<file path="src/rtl/stage1_dict_ctrl_pkg.sv">
`default_nettype none
// ============================================================================
// Module      : stage1_pkg
// Description : Shared types for the stage-1 dictionary controller:
//               record code types, controller FSM states and the mapping
//               from comparator match level to record code.
// Revision    : 1.0 - initial release
// ============================================================================
package stage1_pkg;

    typedef enum logic [2:0] {
        CODE_ZERO    = 3'd0,
        CODE_MISS    = 3'd1,
        CODE_MATCH16 = 3'd2,
        CODE_MATCH24 = 3'd3,
        CODE_FULL    = 3'd4
    } code_t;

    typedef enum logic [1:0] {
        S_IDLE = 2'd0,
        S_CMP  = 2'd1,
        S_OUT  = 2'd2
    } state_t;

    // Comparator level 00/01/10/11 -> MISS/MATCH16/MATCH24/FULL
    function automatic code_t type_to_code(input logic [1:0] type_matched);
        case (type_matched)
            2'b00:   return CODE_MISS;
            2'b01:   return CODE_MATCH16;
            2'b10:   return CODE_MATCH24;
            default: return CODE_FULL;
        endcase
    endfunction

endpackage
`default_nettype wire

</file>
<file path="src/rtl/stage1_dict_ctrl_if.sv">
`default_nettype none
// ============================================================================
// Module      : stage1_dict_ctrl_if
// Description : Word-in / record-out handshake bundle of the stage-1
//               dictionary controller.
//               Word side   : i_valid, i_word, i_last -> o_ready
//               Record side : o_valid, o_code, o_location, o_word, o_last
//                             <- i_ready
//               slave modport = controller, master modport = environment.
// Revision    : 1.0 - initial release
// ============================================================================
interface stage1_dict_ctrl_if #(
    parameter int INPUT_WORD = 32,
    parameter int DICT_ENTRY = 16
);
    localparam int LOC_W = $clog2(DICT_ENTRY);

    logic                  i_valid;
    logic [INPUT_WORD-1:0] i_word;
    logic                  i_last;
    logic                  o_ready;
    logic                  o_valid;
    logic [2:0]            o_code;
    logic [LOC_W-1:0]      o_location;
    logic [INPUT_WORD-1:0] o_word;
    logic                  o_last;
    logic                  i_ready;

    modport slave (
        input  i_valid, i_word, i_last, i_ready,
        output o_ready, o_valid, o_code, o_location, o_word, o_last
    );

    modport master (
        output i_valid, i_word, i_last, i_ready,
        input  o_ready, o_valid, o_code, o_location, o_word, o_last
    );
endinterface
`default_nettype wire

</file>
<file path="src/rtl/stage1_dict_ctrl_comparator_array2.sv">
`default_nettype none
// ============================================================================
// Module      : comparator_array2
// Description : Compares one word against every dictionary entry and reports
//               the best prefix match level and its index.
//               word         in  word under compare
//               dict         in  flattened dictionary, entry k at
//                                [k*DICT_WORD +: DICT_WORD]
//               type_matched out 00 none, 01 upper 16, 10 upper 24, 11 full
//               location     out index of the best entry
// Revision    : 1.0 - initial release
// ============================================================================
module comparator_array2 #(
    parameter int DICT_ENTRY = 16,
    parameter int DICT_WORD  = 32,
    parameter int LOC_W      = $clog2(DICT_ENTRY)
) (
    input  wire logic [DICT_WORD-1:0]            word,
    input  wire logic [DICT_ENTRY*DICT_WORD-1:0] dict,
    output logic      [1:0]                      type_matched,
    output logic      [LOC_W-1:0]                location
);

    function automatic logic [1:0] entry_level(input logic [DICT_WORD-1:0] a,
                                               input logic [DICT_WORD-1:0] b);
        if (a == b)                                    return 2'b11;
        else if (a[DICT_WORD-1 -: 24] == b[DICT_WORD-1 -: 24]) return 2'b10;
        else if (a[DICT_WORD-1 -: 16] == b[DICT_WORD-1 -: 16]) return 2'b01;
        else                                           return 2'b00;
    endfunction

    logic [1:0] w_lvl;

    // Strict '>' keeps the lowest index among equally good entries.
    always_comb begin
        type_matched = 2'b00;
        location     = '0;
        w_lvl        = 2'b00;
        for (int k = 0; k < DICT_ENTRY; k++) begin
            w_lvl = entry_level(word, dict[k*DICT_WORD +: DICT_WORD]);
            if (w_lvl > type_matched) begin
                type_matched = w_lvl;
                location     = LOC_W'(k);
            end
        end
    end

endmodule
`default_nettype wire

</file>
<file path="src/rtl/stage1_dict_ctrl.sv">
`default_nettype none
// ============================================================================
// Module      : stage1_dict_ctrl
// Description : Stage-1 compression controller. Accepts words, compares each
//               against a FIFO-replacement dictionary, emits one code record
//               per word and pushes non-FULL/non-ZERO words into the
//               dictionary.
//               i_clk    in  clock, rising edge
//               i_rst_n  in  asynchronous active-low reset
//               i_clear  in  synchronous dictionary clear / abort
//               bus      slave handshake bundle (stage1_dict_ctrl_if)
//               Optional feature macro: STAGE1_ZERO_DETECT_EN (zero words
//               produce code ZERO without a dictionary push).
// Revision    : 1.0 - initial release
// ============================================================================
module stage1_dict_ctrl
    import stage1_pkg::*;
#(
    parameter int INPUT_WORD = 32,
    parameter int DICT_ENTRY = 16,
    parameter int DICT_WORD  = 32
) (
    input  wire logic           i_clk,
    input  wire logic           i_rst_n,
    input  wire logic           i_clear,
    stage1_dict_ctrl_if.slave   bus
);

    localparam int LOC_W = $clog2(DICT_ENTRY);

    state_t                          r_state, w_next;
    logic [INPUT_WORD-1:0]           r_word;
    logic                            r_last_in;
    code_t                           r_code;
    logic [LOC_W-1:0]                r_loc;
    logic [INPUT_WORD-1:0]           r_out_word;
    logic                            r_out_last;
    logic [DICT_WORD-1:0]            r_dict_mem [DICT_ENTRY];
    logic [LOC_W-1:0]                r_wr_ptr;
    logic [DICT_ENTRY*DICT_WORD-1:0] w_dict_flat;

    logic                            w_load, w_cmp, w_dict_clear, w_ready, w_valid;
    logic [1:0]                      w_type;
    logic [LOC_W-1:0]                w_cmp_loc;
    code_t                           w_code;
    logic [LOC_W-1:0]                w_loc;
    logic                            w_push;

    for (genvar k = 0; k < DICT_ENTRY; k++) begin : g_flat
        assign w_dict_flat[k*DICT_WORD +: DICT_WORD] = r_dict_mem[k];
    end

    comparator_array2 #(
        .DICT_ENTRY (DICT_ENTRY),
        .DICT_WORD  (DICT_WORD),
        .LOC_W      (LOC_W)
    ) u_cmp (
        .word         (r_word),
        .dict         (w_dict_flat),
        .type_matched (w_type),
        .location     (w_cmp_loc)
    );

    // Record code for the registered word
    always_comb begin
        w_code = type_to_code(w_type);
        w_loc  = (w_code == CODE_MISS) ? '0 : w_cmp_loc;
`ifdef STAGE1_ZERO_DETECT_EN
        if (r_word == '0) begin
            w_code = CODE_ZERO;
            w_loc  = '0;
        end
`endif
        w_push = (w_code == CODE_MISS) || (w_code == CODE_MATCH16) ||
                 (w_code == CODE_MATCH24);
    end

    always_ff @(posedge i_clk or negedge i_rst_n) begin
        if (!i_rst_n) r_state <= S_IDLE;
        else          r_state <= w_next;
    end

    always_comb begin
        w_next       = r_state;
        w_load       = 1'b0;
        w_cmp        = 1'b0;
        w_dict_clear = 1'b0;
        w_ready      = 1'b0;
        w_valid      = 1'b0;
        case (r_state)
            S_IDLE: begin
                w_ready = 1'b1;
                if (bus.i_valid) begin
                    w_load = 1'b1;
                    w_next = S_CMP;
                end
            end
            S_CMP: begin
                w_cmp  = 1'b1;
                w_next = S_OUT;
            end
            S_OUT: begin
                w_valid = 1'b1;
                // A last record ends the block, so no new word rides on it.
                w_ready = bus.i_ready && !r_out_last;
                if (bus.i_ready) begin
                    if (r_out_last) begin
                        w_dict_clear = 1'b1;
                        w_next       = S_IDLE;
                    end else if (bus.i_valid) begin
                        w_load = 1'b1;
                        w_next = S_CMP;
                    end else begin
                        w_next = S_IDLE;
                    end
                end
            end
            default: w_next = S_IDLE;
        endcase
        // Clear wins over any handshake in the same cycle
        if (i_clear) begin
            w_next       = S_IDLE;
            w_ready      = 1'b0;
            w_load       = 1'b0;
            w_cmp        = 1'b0;
            w_dict_clear = 1'b1;
        end
    end

    always_ff @(posedge i_clk or negedge i_rst_n) begin
        if (!i_rst_n) begin
            r_word     <= '0;
            r_last_in  <= 1'b0;
            r_code     <= CODE_ZERO;
            r_loc      <= '0;
            r_out_word <= '0;
            r_out_last <= 1'b0;
            r_wr_ptr   <= '0;
            for (int k = 0; k < DICT_ENTRY; k++) r_dict_mem[k] <= '0;
        end else begin
            if (w_load) begin
                r_word    <= bus.i_word;
                r_last_in <= bus.i_last;
            end
            if (w_cmp) begin
                r_code     <= w_code;
                r_loc      <= w_loc;
                r_out_word <= r_word;
                r_out_last <= r_last_in;
            end
            if (w_dict_clear) begin
                r_wr_ptr <= '0;
                for (int k = 0; k < DICT_ENTRY; k++) r_dict_mem[k] <= '0;
            end else if (w_cmp && w_push) begin
                r_dict_mem[r_wr_ptr] <= r_word;
                r_wr_ptr             <= r_wr_ptr + 1'b1;
            end
        end
    end

    assign bus.o_ready    = w_ready;
    assign bus.o_valid    = w_valid;
    assign bus.o_code     = r_code;
    assign bus.o_location = r_loc;
    assign bus.o_word     = r_out_word;
    assign bus.o_last     = r_out_last;

endmodule
`default_nettype wire
</file>
<file path="src/flat_wrapper.sv">
// flat-port wrapper written by rule: the top's interface ports become plain ports
module stage1_dict_ctrl_flat import stage1_pkg::*;
#(
    parameter int INPUT_WORD = 32,
    parameter int DICT_ENTRY = 16,
    parameter int DICT_WORD  = 32
)
  (i_clk, i_rst_n, i_clear, bus_i_valid, bus_i_word, bus_i_last, bus_i_ready, bus_o_ready, bus_o_valid, bus_o_code, bus_o_location, bus_o_word, bus_o_last);
  stage1_dict_ctrl_if #(.INPUT_WORD(INPUT_WORD), .DICT_ENTRY(DICT_ENTRY)) bus_i ();
  input  wire logic i_clk;
  input  wire logic i_rst_n;
  input  wire logic i_clear;
  input wire logic [$bits(bus_i.i_valid)-1:0] bus_i_valid;
  input wire logic [$bits(bus_i.i_word)-1:0] bus_i_word;
  input wire logic [$bits(bus_i.i_last)-1:0] bus_i_last;
  input wire logic [$bits(bus_i.i_ready)-1:0] bus_i_ready;
  output wire logic [$bits(bus_i.o_ready)-1:0] bus_o_ready;
  output wire logic [$bits(bus_i.o_valid)-1:0] bus_o_valid;
  output wire logic [$bits(bus_i.o_code)-1:0] bus_o_code;
  output wire logic [$bits(bus_i.o_location)-1:0] bus_o_location;
  output wire logic [$bits(bus_i.o_word)-1:0] bus_o_word;
  output wire logic [$bits(bus_i.o_last)-1:0] bus_o_last;
  assign bus_i.i_valid = bus_i_valid;
  assign bus_i.i_word = bus_i_word;
  assign bus_i.i_last = bus_i_last;
  assign bus_i.i_ready = bus_i_ready;
  assign bus_o_ready = bus_i.o_ready;
  assign bus_o_valid = bus_i.o_valid;
  assign bus_o_code = bus_i.o_code;
  assign bus_o_location = bus_i.o_location;
  assign bus_o_word = bus_i.o_word;
  assign bus_o_last = bus_i.o_last;
  stage1_dict_ctrl #(.INPUT_WORD(INPUT_WORD), .DICT_ENTRY(DICT_ENTRY), .DICT_WORD(DICT_WORD)) u_core (.i_clk(i_clk), .i_rst_n(i_rst_n), .i_clear(i_clear), .bus(bus_i));
endmodule
</file>
<file path="config.mk">
export PLATFORM = sky130hd
export DESIGN_NAME = stage1_dict_ctrl_flat
export DESIGN_NICKNAME = d
export VERILOG_FILES = /design/src/rtl/stage1_dict_ctrl_pkg.sv /design/src/rtl/stage1_dict_ctrl_if.sv /design/src/rtl/stage1_dict_ctrl_comparator_array2.sv /design/src/rtl/stage1_dict_ctrl.sv /design/src/flat_wrapper.sv
export SDC_FILE = /design/constraint.sdc
export NUM_CORES = 1
export LEC_CHECK = 0
export CORE_MARGIN = 5
export CORE_UTILIZATION = 58
export DETAILED_ROUTE_END_ITERATION = 6
export DONT_BUFFER_PORTS = 1
export GPL_ROUTABILITY_DRIVEN = 0
export PLACE_DENSITY_LB_ADDON = 0.12
export SYNTH_ARGS = -nofsm -noshare
export SYNTH_HDL_FRONTEND = slang
export SYNTH_SLANG_ARGS = --single-unit
</file>
<file path="constraint.sdc">
create_clock -name i_clk -period 14.1 [get_ports i_clk]
set_clock_uncertainty 0.1 [all_clocks]
set_input_delay 1.41 -clock i_clk [delete_from_list [all_inputs] [get_ports i_clk]]
set_output_delay 1.41 -clock i_clk [all_outputs]
set_load 0.005 [all_outputs]
</file>
* Word-level counts from Yosys, hierarchy flattened
Cells that the tools add are included.
** Cells by class
- Order comparisons :: 18
- Bitwise operators :: 1
- Add/subtract/negate cells :: 1
- Mux-type cells :: 108
- Equality and inequality tests :: 57
- Reduce and logical (&&, ||, !) cells :: 10
** Operators with widths (number)
- $mux 512 :: 2
- $bwmux 512 :: 1
- $eq 32x32->1 :: 16
- $eq 24x24->1 :: 16
- $eq 16x16->1 :: 16
- $demux 32 s4 :: 1
- $mux 2 :: 52
- $mux 4 :: 17
- $mux 32 :: 1
- $gt 2x2->1 :: 15
- $mux 1 :: 30
- $pmux 3 s3 :: 1
- $eq 3x2->1 const B :: 2
- $ne 3x3->1 const B :: 2
- $pmux 2 s3 :: 1
- $ge 5x5->1 const B :: 1
- $lt 5x1->1 const B :: 1
- $not 4->5 :: 1
- $add 4x1->4 const B :: 1
- $eq 2x1->1 const B :: 2
- $eq 2x2->1 const B :: 2
- $logic_not 2->1 :: 2
- $pmux 1 s2 :: 2
- $eq 3x1->1 const B :: 1
- other kinds (6) :: 9
** Word-level totals
- Input port bits :: 38
- Word-level logic and storage cells :: 219
- Flip-flop bits (word level) :: 591
- Output and inout port bits :: 42

* Depth between registers and ports, before layout
- Depth in word-level cells :: 44
- Depth in mapped cells :: 100
- Gate-level depth less buffers :: 96

* Modules after synthesis
A second synthesis with hierarchy kept.
** Unflattened totals
- Cell total of the unflattened synthesis :: 3017
- Area, all modules :: 33554.7 um^2
** By module, submodules not included
- stage1_dict_ctrl :: times used 1, sequential area each 14789.2 um^2, area each 26163.8 um^2, cells each 2046
- comparator_array2 :: times used 1, sequential area each 0.0 um^2, area each 7390.8 um^2, cells each 971

* Worst setup path before layout
OpenSTA, ideal clock, no wires.
- Kind :: reg-to-reg
- Start :: register u_core.r_word[16]
- End :: register u_core.r_dict_mem[477] (netlist bit)
- Setup slack :: -1.210 ns
- Data arrival time :: 15.132 ns
- Data required time :: 13.922 ns
- Clock period less this slack :: 15.310 ns
- Setup time :: 0.078 ns
- Cell stages (with the launch flop) :: 97
- Buffers on the path :: 4
- Path through :: dfrtp_1 -> buf_4 -> buf_6 -> xor2_1 -> nor4_1 -> nand4_1 -> nor3_1 -> ha_1 -> o21ai_0 -> o21a_1 -> inv_1 -> ha_1 -> nand2_1 -> o21ai_1 -> a21oi_1 -> a21oi_1 -> ha_1 -> nor2b_1 -> (+61 left out) -> ha_1 -> nand2_1 -> o21ai_0 -> nand3_1 -> o22ai_2 -> ha_1 -> and2_1 -> nor2_1 -> and2_1 -> o21ba_1 -> ha_1 -> nor2_1 -> buf_2 -> nand2_1 -> nor3_1 -> buf_2 -> nand2_1 -> a21oi_1
** On the way
- Word-level cells in the longest chain between the ends :: 43
- Elaborated cells between the ends (all ways) :: 139
- Those cells by class :: 16 x order compare; 53 x eq/ne; 65 x mux; 5 x reduce/logical
** Ends and longest elaborated chain
- start: declaration :: line stage1_dict_ctrl.sv:32 : logic [INPUT_WORD-1:0] r_word;
- start signal: assignment :: line stage1_dict_ctrl.sv:142 : r_word <= bus.i_word;
- $eq 16x16->1 :: line stage1_dict_ctrl_comparator_array2.sv:28 : else if (a[DICT_WORD-1 -: 16] == b[DICT_WORD-1 -: 16]) return 2'b01;
- $mux 1 :: line stage1_dict_ctrl_comparator_array2.sv:28
- $mux 2 :: line stage1_dict_ctrl_comparator_array2.sv:27 : else if (a[DICT_WORD-1 -: 24] == b[DICT_WORD-1 -: 24]) return 2'b10;
- $mux 2 :: line stage1_dict_ctrl_comparator_array2.sv:26 : if (a == b) return 2'b11;
- $gt 2x1->1 :: line stage1_dict_ctrl_comparator_array2.sv:41 : if (w_lvl > type_matched) begin
- $mux 2 :: line stage1_dict_ctrl_comparator_array2.sv:41
- $gt 2x2->1 :: line stage1_dict_ctrl_comparator_array2.sv:41
- $mux 2 :: line stage1_dict_ctrl_comparator_array2.sv:41
- (+28 left out)
- $eq 2x2->1 (tied with other cells) :: line stage1_dict_ctrl_pkg.sv:27 : case (type_matched)
- $pmux 3 s3 * :: line stage1_dict_ctrl_pkg.sv:27
- net u_core.w_code[2] :: line stage1_dict_ctrl.sv:45 : code_t w_code;
- $eq 3x1->1 or $eq 3x2->1 (tied branches) :: line stage1_dict_ctrl.sv:74 : w_push = (w_code == CODE_MISS) || (w_code == CODE_MATCH16) ||
- $logic_or 1x1->1 :: line stage1_dict_ctrl.sv:74
- $logic_or 1x1->1 * :: line stage1_dict_ctrl.sv:74
- $logic_and 1x1->1 * :: line stage1_dict_ctrl.sv:154 : end else if (w_cmp && w_push) begin
- $reduce_bool 2->1 (no line) *
- end signal: indexed assignment :: line stage1_dict_ctrl.sv:155 : r_dict_mem[r_wr_ptr] <= r_word;
- end: declaration :: line stage1_dict_ctrl.sv:38 : logic [DICT_WORD-1:0] r_dict_mem [DICT_ENTRY];
Mark *: on every way through the listed nets, which the timed path passes. The rest lies on a longest branch.
A chain may end at the register's enable or synchronous reset.

* Final worst setup path
- Start :: register u_core.r_dict_mem[474] (netlist bit)
- End :: register u_core.r_dict_mem[96] (netlist bit)
** On the way
- Word-level cells in the longest chain between the ends :: 41
- Elaborated cells between the ends (all ways) :: 47
- Those cells by class :: 15 x order compare; 8 x eq/ne; 19 x mux; 5 x reduce/logical
** Ends and longest elaborated chain (line)
- $eq 16x16->1 :: stage1_dict_ctrl_comparator_array2.sv:28
- $mux 1 :: stage1_dict_ctrl_comparator_array2.sv:28
- $mux 2 :: stage1_dict_ctrl_comparator_array2.sv:27
- $mux 2 * :: stage1_dict_ctrl_comparator_array2.sv:26
- $gt 2x2->1 :: stage1_dict_ctrl_comparator_array2.sv:41
- $mux 2 * :: stage1_dict_ctrl_comparator_array2.sv:41
- $gt 2x2->1 :: stage1_dict_ctrl_comparator_array2.sv:41
- $mux 2 * :: stage1_dict_ctrl_comparator_array2.sv:41
- (+26 left out)
- $eq 2x2->1 (tied with other cells) :: stage1_dict_ctrl_pkg.sv:27
- $pmux 3 s3 * :: stage1_dict_ctrl_pkg.sv:27
- net u_core.w_code[2] :: stage1_dict_ctrl.sv:45
- $eq 3x1->1 or $eq 3x2->1 (tied branches) :: stage1_dict_ctrl.sv:74
- $logic_or 1x1->1 :: stage1_dict_ctrl.sv:74
- $logic_or 1x1->1 * :: stage1_dict_ctrl.sv:74
- $logic_and 1x1->1 * :: stage1_dict_ctrl.sv:154
- $reduce_bool 2->1 (no line) *
Marks and branches as above.

==> load_flow_metrics.sql <==
INSERT INTO impl_metrics (metric_group, metric, value, unit) VALUES
('floorplanning', 'num_rows', '84', ''),
('cts', 'h_tree_depth', '3', ''),
('pwr', 'power.ir.vdd_worst', '0.115', 'mV'),
('grt', 'grt_pass1_wl', '138000', 'um'),
('drt', 'route.detailed.drc', '0', ''),
('drt', 'detail_route.wl_per_cell', '20.9', 'um'),
('critical_path', 'cpPeakStageDelay', '0.40', 'ns'),
('timing', 'fmaxAchievable', '0.0676', 'GHz'),
('logic_synthesis', 'synthesis.area', '31100', 'sq um'),
('logic_synthesis', 'syn_nets', '3711', ''),
('grt', 'first_global_vias', '25000', ''),
('logic_synthesis', 'synth_cells', '3623', ''),
('critical_path', 'setup.worst_path.end_class', 'flip-flop', ''),
('drt', 'detailroute.via_count', '25900', ''),
('timing', 'layout_setup_ws', '-0.684', 'ns'),
('timing', 'maxSlewHeadroom', '-181', '%'),
('timing', 'final-setup-viol-count', '517', ''),
('placement', 'numPortBuffers', '0', ''),
('drt', 'wirelength', '92300', 'um'),
('flow_run', 'cap_viol_max_count', '0', ''),
('drt', 'remaining_antenna_violation_count_after_routing', '0', ''),
('cts', 'number_of_buffers_created_by_cts', '67', ''),
('finish', 'layout_common_cells', '1169 x sky130_fd_sc_hd__nand2_1, 559 x sky130_fd_sc_hd__dfrtp_1, 400 x sky130_fd_sc_hd__a21oi_1', ''),
('drt', 'detail_route.vias_per_cell', '5.86', ''),
('logic_synthesis', 'synth_top_cell_area_share', '47.6', '%'),
('drt', 'drt_iter0_markers', '2500', ''),
('placement', 'post-place-ws', '-0.928', 'ns'),
('critical_path', 'setup.worst_path.start', 'u_core.r_dict_mem[474]$_DFFE_PN0P_', ''),
('grt', 'maximum_number_of_pins_on_one_net_before_global_route_repair', '592', ''),
('floorplanning', 'die_area', '58300', 'sq um'),
('finish', 'antenna_cells_inserted', '0', ''),
('timing', 'final_hold_viol_count', '0', ''),
('timing', 'share_of_the_cycle_needed_by_the_critical_path_after_routing', '105', '%'),
('pwr', 'power.leakage', '15.5', 'nW'),
('timing', 'timing_max_transition_violations_final', '490', ''),
('logic_synthesis', 'ys_seq_elements', '591', ''),
('grt', 'aggregate_global_routing_overflow', '0', ''),
('critical_path', 'cpMaxStageDelayCell', 'sky130_fd_sc_hd__dfrtp_1', ''),
('timing', 'finalWorstPathRequiredPeriod', '14.78', 'ns'),
('finish', 'post_route_cells_drive_above_1_share', '20.8', '%'),
('pwr', 'power.density_cell_area', '117', 'nW/um^2'),
('grt', 'grt_usage', '29.8', '%'),
('status', 'status', 'complete, but fails checks', ''),
('worst_hold_path', 'hold_path_class', 'flip-flop to flip-flop', ''),
('critical_path', 'worst_ep_required_time', '14.43', 'ns'),
('cts', 'clk_pin_slew_worst_paths', '0.06', 'ns'),
('cts', 'clock_tree.root_cell', 'sky130_fd_sc_hd__clkbuf_16', ''),
('logic_synthesis', 'netlist_top_cells_area', 'sky130_fd_sc_hd__dfrtp_1 48%, sky130_fd_sc_hd__nand2_1 16%, sky130_fd_sc_hd__xnor2_1 10%, sky130_fd_sc_hd__a21oi_1 8.4%, sky130_fd_sc_hd__xor2_1 4.1%', ''),
('status', 'violations', 'max-slew violations, negative setup slack', ''),
('logic_synthesis', 'yosysWarningCount', '0', ''),
('cts', 'clkLatencyLatePin', '0.61', 'ns'),
('critical_path', 'critical_path_arrival', '15.12', 'ns'),
('finish', 'num-nets-final', '3768', ''),
('logic_synthesis', 'synthesis.area_per_instance', '8.58', 'sq um'),
('critical_path', 'worstPathMaxFanout', '8', ''),
('drt', 'drt_pre_antenna_iters', '5', ''),
('cts', 'holdBufCountCts', '0', ''),
('critical_path', 'worstReg2RegStart', 'u_core.r_dict_mem[474]$_DFFE_PN0P_', ''),
('logic_synthesis', 'yosys.cell_types.count', '54', ''),
('cts', 'cts_num_sinks', '591', ''),
('finish', 'layout.cells.most_common', 'sky130_fd_sc_hd__nand2_1', ''),
('cts', 'cts_tree', 'built', ''),
('timing', 'grt_setup_unrepaired', 'true', ''),
('critical_path', 'r2r_setup_slack', '-0.68', 'ns'),
('floorplanning', 'io_pins', '80', ''),
('logic_synthesis', 'synth.largest_area_cell', 'sky130_fd_sc_hd__dfrtp_1', ''),
('finish', 'design_area', '37400', 'sq um'),
('critical_path', 'critPathKind', 'flip-flop to flip-flop', ''),
('critical_path', 'critical_path.startpoint_type', 'flip-flop', ''),
('critical_path', 'regToRegEndpoint', 'u_core.r_dict_mem[96]$_DFFE_PN0P_', ''),
('finish', 'syn_to_final_growth', '20.4', '%');
## area by class of cell
class | instances | area, sq um
Sequential cell | 591 | 14800
Inverter | 25 | 93.8
Tap cell | 688 | 861
Clock buffer | 98 | 2030
Multi-Input combinational cell | 2707 | 16500
Clock inverter | 19 | 161
Fill cell | 3854 | 15500
Timing Repair Buffer | 288 | 2920
## Yosys cell counts (all sizes together)
cell / count
nor2: 37
a41oi: 2
and3b: 1
nor4: 51
o311ai: 1
o21ai: 28
a21boi: 1
a221oi: 2
clkbuf: 176
nand3: 15
dfrtp: 591
o21bai: 1
nand4: 98
nand2b: 7
and3: 14
o31ai: 4
o21ba: 1
and2: 9
o211ai: 10
or2: 1
nand2: 1286
mux2i: 1
a31oi: 2
o311a: 1
o22ai: 3
ha: 50
o21a: 5
a21o: 1
nor2b: 19
nor3: 7
buf: 124
clkinv: 1
xnor2: 370
a21oi: 527
o2111a: 1
xor2: 145
a31o: 3
a21bo: 1
inv: 24
nand3b: 1
a211oi: 1
## state kept, by name, indices dropped and copies added, names as in the netlist
name                   cells
u_core.r_dict_mem        512
u_core.r_wr_ptr            4
u_core.r_last_in           1
u_core.bus.o_word         32
u_core.r_word             32
u_core.r_state             2
u_core.bus.o_code          3
u_core.bus.o_last          1
u_core.bus.o_location      4
## critical path, delay by kind of cell, from the launching register on
| family | cells | cell delay (ns) |
|---|---|---|
| compound gates | 36 | 4.70 |
| xor+xnor | 1 | 0.20 |
| fa+ha+maj | 16 | 4.05 |
| buf+inv | 9 | 1.15 |
| flops | 1 | 0.40 |
| mux | 1 | 0.25 |
| simple gates | 35 | 3.75 |
## what timing repair did
action,4_1_cts,5_1_grt
pin swaps,35,234
hold endpoints to repair,0,0
gates cloned,6,12
resized for setup,57,395
setup buffers,57,24
endpoints found under the setup margin,522,523
## how the worst min path moves through the flow
stage                                 start                                end  slack [ns]  depth (start not counted)
6_report       u_core.r_last_in$_DFFE_PN0P_      u_core.bus.o_last$_DFFE_PN0P_        0.39                          2
5_1_grt                             i_rst_n  u_core.r_dict_mem[14]$_DFFE_PN0P_        0.39                          0
4_1_cts        u_core.r_last_in$_DFFE_PN0P_      u_core.bus.o_last$_DFFE_PN0P_        0.39                          2
3_5_place_dp   u_core.r_last_in$_DFFE_PN0P_      u_core.bus.o_last$_DFFE_PN0P_        0.38                          2
3_3_place_gp   u_core.r_last_in$_DFFE_PN0P_      u_core.bus.o_last$_DFFE_PN0P_        0.36                          2
2_1_floorplan  u_core.r_last_in$_DFFE_PN0P_      u_core.bus.o_last$_DFFE_PN0P_        0.34                          2
## metal layers
| metal | up-vias | GRT usage [%] | wire length (um) |
|---|---|---|---|
| met3 | 218 | 5.27 | 6820 |
| li1 | 11800 | - | - |
| met4 | 0 | 10.2 | 3330 |
| met5 | - | 0 | 0 |
| met1 | 12900 | 40.8 | 38000 |
| met2 | 970 | 48.7 | 44200 |
## through the flow
stage / instances / TNS, ns / hold slack [ns] / util [%] / power, mW
global route: 4416 / -651.28 / 0.391 / 70.7 / 4.54
floorplan: 3623 / 0 / 0.339 / - / 2.34
CTS: 4390 / -77.78 / 0.390 / 67.2 / 4.36
finish: 4416 / -278.12 / 0.387 / 70.7 / 4.39
detailed placement: 4210 / -404.78 / 0.377 / 61.5 / 2.57
global placement: 4210 / -157.20 / 0.356 / 61.5 / 2.56
## cell families after synthesis
logic type / Yosys count / share of synthesized area, %
compound gates: 595 / 10.1
buf+inv: 325 / 5.11
mux: 1 / 0.0322
simple gates: 1546 / 20.6
xor+xnor: 515 / 14.5
fa+ha+maj: 50 / 2.01
flops: 591 / 47.6
## where the power goes
part	internal [mW]	total [mW]	leakage, nW	switching (mW)
clock network	1.03	1.74	1.09	0.711
logic	0.326	0.843	6.33	0.517
registers	1.75	1.80	8.13	0.0565
total	3.11	4.39	15.5	1.28
Power figures use the tool's default switching activity.
